$ cat config.mk
export PLATFORM = sky130hd
export DESIGN_NAME = btn_debounce
export DESIGN_NICKNAME = d
export VERILOG_FILES = /design/src/rtl/btn_debounce.sv
export SDC_FILE = /design/constraint.sdc
export NUM_CORES = 1
export LEC_CHECK = 0
export CORE_UTILIZATION = 40
export DETAILED_ROUTE_END_ITERATION = 10
export GPL_ROUTABILITY_DRIVEN = 0
export PLACE_DENSITY = 0.63
export RECOVER_POWER = 50
export SYNTH_ARGS = -nofsm -noshare
export SYNTH_HDL_FRONTEND = slang
export SYNTH_SLANG_ARGS = --single-unit
$ cat constraint.sdc
create_clock -name clk -period 1.9 [get_ports clk]
set_input_delay 0.19 -clock clk [delete_from_list [all_inputs] [get_ports clk]]
set_output_delay 0.19 -clock clk [all_outputs]
set_load 0.01 [all_outputs]
$ cat src/rtl/btn_debounce.sv
// Four-button front end: two-flop synchroniser, per-bit debounce, one-hot press strobe with code and count.
// Define BTN_REPEAT_EN to build auto-repeat strobes while a single button stays held.
module btn_debounce #(
  parameter int DEB_CYCLES    = 500000,
  parameter int REPEAT_DELAY  = 25000000,
  parameter int REPEAT_PERIOD = 10000000
) (
  input  logic       clk,
  input  logic       rst_n,
  input  logic [3:0] btns,
  output logic [3:0] btn_level,
  output logic       press_pulse,
  output logic [1:0] press_code,
  output logic       multi_err,
  output logic [7:0] press_count
);
  localparam int               CNT_W    = $clog2(DEB_CYCLES);
  localparam logic [CNT_W-1:0] CNT_LAST = CNT_W'(DEB_CYCLES - 1);

  logic [3:0]       sync_p0, sync_p1;
  logic [3:0]       stable_p2, stable_nxt;
  logic [CNT_W-1:0] cnt_p2  [4];
  logic [CNT_W-1:0] cnt_nxt [4];
  logic [3:0]       rise_p3;
  logic             idle_p3;
  logic             accept, multi, rpt_fire;

  function automatic logic is_one_hot(input logic [3:0] v);
    return (v != 4'b0000) && ((v & (v - 4'd1)) == 4'b0000);
  endfunction

  function automatic logic [1:0] encode(input logic [3:0] v);
    case (v)
      4'b0010: return 2'd1;
      4'b0100: return 2'd2;
      4'b1000: return 2'd3;
      default: return 2'd0;
    endcase
  endfunction

  // Stage p0/p1: two-flop synchroniser for the asynchronous buttons
  always_ff @(posedge clk or negedge rst_n) begin
    if (!rst_n) begin
      sync_p0 <= '0;
      sync_p1 <= '0;
    end else begin
      sync_p0 <= btns;
      sync_p1 <= sync_p0;
    end
  end

  // Stage p2: per-bit debounce, a bounce back to the old level restarts the count
  always_comb begin
    stable_nxt = stable_p2;
    for (int i = 0; i < 4; i++) begin
      cnt_nxt[i] = '0;
      if (sync_p1[i] != stable_p2[i]) begin
        if (cnt_p2[i] == CNT_LAST) stable_nxt[i] = sync_p1[i];
        else                       cnt_nxt[i]    = cnt_p2[i] + CNT_W'(1);
      end
    end
  end

  always_ff @(posedge clk or negedge rst_n) begin
    if (!rst_n) begin
      stable_p2 <= '0;
      for (int i = 0; i < 4; i++) cnt_p2[i] <= '0;
    end else begin
      stable_p2 <= stable_nxt;
      for (int i = 0; i < 4; i++) cnt_p2[i] <= cnt_nxt[i];
    end
  end

  assign btn_level = stable_p2;

  // Stage p3: rising edges of the debounced levels, plus whether all buttons were up before
  always_ff @(posedge clk or negedge rst_n) begin
    if (!rst_n) begin
      rise_p3 <= '0;
      idle_p3 <= 1'b0;
    end else begin
      rise_p3 <= stable_nxt & ~stable_p2;
      idle_p3 <= (stable_p2 == 4'b0000);
    end
  end

  assign accept = idle_p3 && is_one_hot(rise_p3);
  assign multi  = idle_p3 && (rise_p3 != 4'b0000) && !is_one_hot(rise_p3);

`ifdef BTN_REPEAT_EN
  localparam int RPT_MAX = (REPEAT_DELAY > REPEAT_PERIOD) ? REPEAT_DELAY : REPEAT_PERIOD;
  localparam int RPT_W   = $clog2(RPT_MAX + 1);

  logic [RPT_W-1:0] rpt_cnt, rpt_limit;
  logic             rpt_active, rpt_first, stable_hold;

  assign stable_hold = (stable_nxt == stable_p2);
  assign rpt_limit   = rpt_first ? RPT_W'(REPEAT_DELAY - 1) : RPT_W'(REPEAT_PERIOD - 1);
  assign rpt_fire    = rpt_active && stable_hold && (rpt_cnt == rpt_limit);

  // Repeat timer: armed by an accepted press, killed by any change of the debounced levels
  always_ff @(posedge clk or negedge rst_n) begin
    if (!rst_n) begin
      rpt_active <= 1'b0;
      rpt_first  <= 1'b0;
      rpt_cnt    <= '0;
    end else if (!stable_hold) begin
      rpt_active <= 1'b0;
      rpt_first  <= 1'b0;
      rpt_cnt    <= '0;
    end else if (accept) begin
      rpt_active <= 1'b1;
      rpt_first  <= 1'b1;
      rpt_cnt    <= '0;
    end else if (rpt_active) begin
      if (rpt_cnt == rpt_limit) begin
        rpt_first <= 1'b0;
        rpt_cnt   <= '0;
      end else begin
        rpt_cnt <= rpt_cnt + RPT_W'(1);
      end
    end
  end
`else
  // Without auto-repeat the timing parameters are positive, so this is constant 0.
  assign rpt_fire = (REPEAT_DELAY < 0) && (REPEAT_PERIOD < 0);
`endif

  // Stage p4: registered strobes, code and count all change on the same edge
  always_ff @(posedge clk or negedge rst_n) begin
    if (!rst_n) begin
      press_pulse <= 1'b0;
      multi_err   <= 1'b0;
      press_code  <= 2'd0;
      press_count <= 8'd0;
    end else begin
      press_pulse <= accept || rpt_fire;
      multi_err   <= multi;
      if (accept) press_code <= encode(rise_p3);
      if (accept || rpt_fire) press_count <= press_count + 8'd1;
    end
  end
endmodule
Word-level counts from Yosys, hierarchy flattened:

Index checks and enable logic that the tools add are counted.

* add/subtract/negate cells: 6
* multiplexer cells: 17
* equal/unequal tests: 11
* reduce and logical (&&, ||, !) cells: 8
* bitwise gates (word level): 3

Operators by type and width (count)
* 2-to-1 mux 19 bit: 8
* adder 19 x 1 -> 19 bit (second input constant): 4
* == test 19 bit (second input constant): 4
* adder 8 x 1 -> 8 bit (second input constant): 1
* bitwise AND 4 bit: 2
* logical NOT 4 bit: 2
* 2-to-1 mux 1 bit: 8
* one-hot mux 2 bit (3 select lines): 1
* == test 4 x 2 -> 1 bit (second input constant): 1
* == test 4 x 3 -> 1 bit (second input constant): 1
* == test 4 bit (second input constant): 1
* logical AND 1 bit: 4
* != test 1 bit: 4
* inverter 4 bit: 1
* nonzero test 4 bit: 1
* subtractor 4 x 1 -> 4 bit (second input constant): 1
* logical NOT 1 bit: 1

* bits of input ports: 6
* register bits: 105
* output and inout port bits: 16
* word-level logic and storage cells: 58

Logic depth before layout (Yosys ltp):

* depth after elaboration: 6
* depth in mapped cells: 6
* gate-level depth less buffers: 5

Worst setup path before layout:

OpenSTA, ideal clock, no wires.

* path type: register -> register
* from: reg cnt_p2[0] (netlist bit)
* to: reg cnt_p2[18] (netlist bit)
* cell stages (with the launch flop): 6
* period minus slack after synthesis: 1.900 ns
* arrival time: 1.821 ns
* buffers on the path: 0
* setup time: 0.080 ns
* path slack: 0.000 ns
* data required time: 1.820 ns
* cells stage by stage: dfrtp_1 ha_1 nand4_4 or4_4 or3_1 a21oi_1

RTL lines
* from (decl): RTL line 22 `logic [CNT_W-1:0] cnt_p2 [4];`

==> Flow_metrics.wiki <==
{| class="wikitable"
! Metric !! Value
|-
| Outcome || finished, final reports clean
|-
| Synth Register Bits || 105
|-
| IR drop worst, VDD || 366 uV
|-
| Die outline height || 114 um
|-
| Width of the chip || 114 um
|-
| Final HPWL DP || 6.97 mm
|-
| Placement row count || 40
|-
| Fmax || 0.542 GHz
|-
| Number of global-route vias before repair || 3604
|-
| Proportion of power drawn by combinational gates || 3.7%
|-
| P per Cell Area || 733 mW/mm2
|-
| Crit Path Category || register to register
|-
| Leakage power || 2.45 nW
|-
| Total routing resource utilization after global routing || 16.7%
|-
| Post-Synthesis Mean Instance Area || 10.2 um2
|-
| Cells taking the most area after synthesis || sky130_fd_sc_hd__dfrtp_1 52%, sky130_fd_sc_hd__xnor2_1 9.1%, sky130_fd_sc_hd__nor2_1 6.1%
|-
| Grt total ovfl || 0
|-
| Critical path capture point type || register
|-
| Clock Latency Late Sink || 0.35 ns
|-
| Clock root buffer || sky130_fd_sc_hd__clkbuf_16
|-
| Element type at the critical path start || register
|-
| Ratio of cells with drive above 1 in the final layout || 13.4%
|-
| Max-capacitance violation count || 0
|-
| Maximum net fanout on the critical path || 3
|-
| Net count after synthesis || 502
|-
| Largest net degree at the start of global routing || 40
|-
| Max-slew violations || 0
|-
| WP buf/inv || 0
|-
| Wire length of the first global-routing pass || 17.2 mm
|-
| Clock transition time at the flip-flop clock pins of the worst setup and hold paths || 0.07 ns
|-
| Internal power component || 3.48 mW
|-
| Arrival time reported for the critical path endpoint || 2.12 ns
|-
| Mapped Cells || 491
|-
| Total Routed Length || 9.80 mm
|-
| Unrepaired setup endpoints after global routing || yes
|-
| CP peak stage delay || 0.56 ns
|-
| Final routed DRC violation total || 0
|-
| Final clock skew || 0.00648 ns
|-
| Syn Std Cell Area || 0.00502 mm2
|-
| Post-synth EDFFs || 0
|-
| Largest area contributor in the synthesized netlist || sky130_fd_sc_hd__dfrtp_1
|-
| Dominant synthesized flop cell || sky130_fd_sc_hd__dfrtp_1
|-
| Unique cell type count in the Yosys netlist || 46
|-
| Sequential element share of the synthesized area || 52.3%
|-
| Area of all placed cells without fillers || 0.00604 mm2
|-
| Crit-path slowest cell || sky130_fd_sc_hd__or4_4
|-
| Via count || 3742
|-
| Antenna violations before repair || 0
|-
| Routed WL per cell || 13.6 um
|-
| Rel. slew slack || 28.8%
|-
| Core region area || 0.0121 mm2
|-
| Post-route clock period utilization || 97.1%
|-
| Sequential group share of total power || 51.8%
|-
| Number of failing setup endpoints in the final timing report || 0
|-
| Worst-Margin Slew || 1.07 ns
|-
| Number of buffers on the longest clock path || 2
|-
| Final Core Density || 49.8%
|-
| Placed cell area || 0.00565 mm2
|-
| Sequence of cells on the critical path || ha_4, nand4_4, or4_4, or3_1, a21oi_2
|-
| Final hold violation count || 0
|-
| Worst min path class || register to register
|-
| Number of buffers created by CTS || 9
|-
| H-tree depth || 3
|-
| Pwr Total || 4.42 mW
|-
| Clock power frac || 44.5%
|-
| Total net switching power || 944 uW
|-
| Post-layout min period || 1.84 ns
|-
| TritonCTS Sinks || 105
|-
| Die Outline Area || 0.0130 mm2
|-
| Async S/R FF share, synth || 100%
|-
| Vias per inst || 5.20
|-
| Yosys top cell area share || 52.3%
|-
| Antenna viol nets, final || 0
|-
| Final TNS setup || 0 ns
|-
| Detailed Route Iter0 Violations || 182
|-
| Drt pass-1 iters || 4
|-
| Buffers inserted during post-CTS setup optimization || 0
|-
| Crit path required time || 2.17 ns
|-
| Final net count || 557
|-
| Switching share of power || 21.3%
|-
| Input/output buffers || 21
|-
| Synthesis warning total || 0
|-
| Antenna diode instance count || 0
|-
| Number of top-level pins || 22
|-
| Worst path top cell family by delay || simple AND/OR/NAND/NOR gates
|-
| Area overhead of the layout relative to synthesis || 20.3%
|-
| Starting utilization of the core area || 41.4%
|-
| TritonCTS clock tree || done
|}
## per-stage QoR
stage               hold WS (ns)  cells  setup WS, ns
floorplan                 -0.106    491       0.00883
global placement           0.211    702         0.117
detailed placement         0.223    702        0.0688
CTS                        0.264    719       0.00587
global route               0.366    719      -0.00427
finish                     0.349    719        0.0557
## cells in the mapped netlist (6+ instances only)
library cell / count
sky130_fd_sc_hd__xnor2_1: 52
sky130_fd_sc_hd__xor2_1: 16
sky130_fd_sc_hd__dfrtp_1: 105
sky130_fd_sc_hd__nor3_1: 19
sky130_fd_sc_hd__nor2_1: 82
sky130_fd_sc_hd__nor4b_1: 6
sky130_fd_sc_hd__nor4_1: 22
sky130_fd_sc_hd__a21oi_1: 16
sky130_fd_sc_hd__o21ai_0: 7
sky130_fd_sc_hd__nand4_1: 20
sky130_fd_sc_hd__nand3_1: 30
sky130_fd_sc_hd__inv_1: 18
sky130_fd_sc_hd__nand2_1: 28
## cells in the final DEF (no fill, tap or decap), types with 5 or more instances in the layout
master | synthesis | routed
sky130_fd_sc_hd__clkdlybuf4s50_1 | 0 | 16
sky130_fd_sc_hd__dlygate4sd3_1 | 0 | 5
sky130_fd_sc_hd__clkbuf_16 | 0 | 9
sky130_fd_sc_hd__a21oi_1 | 16 | 15
sky130_fd_sc_hd__xnor2_1 | 52 | 52
sky130_fd_sc_hd__nand2_1 | 28 | 28
sky130_fd_sc_hd__nor4_1 | 22 | 19
sky130_fd_sc_hd__xor2_1 | 16 | 16
sky130_fd_sc_hd__or3_1 | 5 | 5
sky130_fd_sc_hd__inv_1 | 18 | 18
sky130_fd_sc_hd__buf_4 | 2 | 26
sky130_fd_sc_hd__nor3_1 | 19 | 19
sky130_fd_sc_hd__nand3_1 | 30 | 30
sky130_fd_sc_hd__mux2_2 | 5 | 5
sky130_fd_sc_hd__dfrtp_1 | 105 | 105
sky130_fd_sc_hd__nand4_1 | 20 | 20
sky130_fd_sc_hd__o21ai_0 | 7 | 7
sky130_fd_sc_hd__nor2_1 | 82 | 82
## repair_timing
| item | 4_1_cts | 5_1_grt |
|---|---|---|
| hold endpoints to repair | 36 | 0 |
| endpoints found under the setup margin | 0 | 6 |
| gates resized for setup | 0 | 11 |
| hold buffers | 1 | 0 |
## cell families (layout without fill, tap and decap cells)
kind of cell | count (synthesis) | after routing | share of synthesized area (%)
adder cells (fa/ha/maj) | 6 | 6 | 1.45
AO/OA/AOI/OAI | 37 | 37 | 5.73
buffers and inverters | 26 | 86 | 2.14
flip-flops | 105 | 105 | 52.3
XOR/XNOR | 68 | 68 | 11.9
AND/OR/NAND/NOR | 244 | 244 | 25.3
multiplexers | 5 | 5 | 1.12
## flip-flops by register name (all words and copies together) (netlist names), 2 cells and up
signal,count
btn_level,4
sync_p1,4
press_count,8
press_code,2
rise_p3,4
cnt_p2,76
sync_p0,4
## cell type report
| cell class | instances | area, um2 |
|---|---|---|
| flip-flops and latches | 105 | 2630 |
| well taps | 168 | 210 |
| clock buffers | 9 | 225 |
| repair buffers | 52 | 467 |
| inverters | 18 | 67.6 |
| clock inverters | 7 | 95.1 |
| multi-input cells | 360 | 2340 |
| fillers | 1158 | 6070 |
## power groups by stage
stage / registers [mW] / clock network, mW / logic, mW
finish: 2.29 / 1.97 / 0.163
global route: 2.30 / 2.13 / 0.189
CTS: 2.29 / 2.04 / 0.169
detailed placement: 2.33 / 0 / 0.167
global placement: 2.33 / 0 / 0.164
floorplan: 2.33 / 0 / 0.0670
## path summary, 6_finish.rpt
kind                            depth (start not counted)  slack, ns                   end                 start
worst max-delay path                                    5       0.06  cnt_p2[18]$_DFF_PN0_   cnt_p2[0]$_DFF_PN0_
worst max register to register                          5       0.06  cnt_p2[18]$_DFF_PN0_   cnt_p2[0]$_DFF_PN0_
worst min-delay path                                    0       0.35  sync_p1[3]$_DFF_PN0_  sync_p0[3]$_DFF_PN0_
min in group asynchronous                               2       0.56  cnt_p2[67]$_DFF_PN0_                 rst_n
max in group asynchronous                               3       0.41  cnt_p2[10]$_DFF_PN0_                 rst_n
worst min register to register                          0       0.35  sync_p1[3]$_DFF_PN0_  sync_p0[3]$_DFF_PN0_
## per-layer routing
metal	wire length [um]	GRT usage (%)
met2	4600	26.4
met5	0	0
met3	301	2.71
met1	4700	22.7
met4	192	7.53
Power figures use the tool's default switching activity.
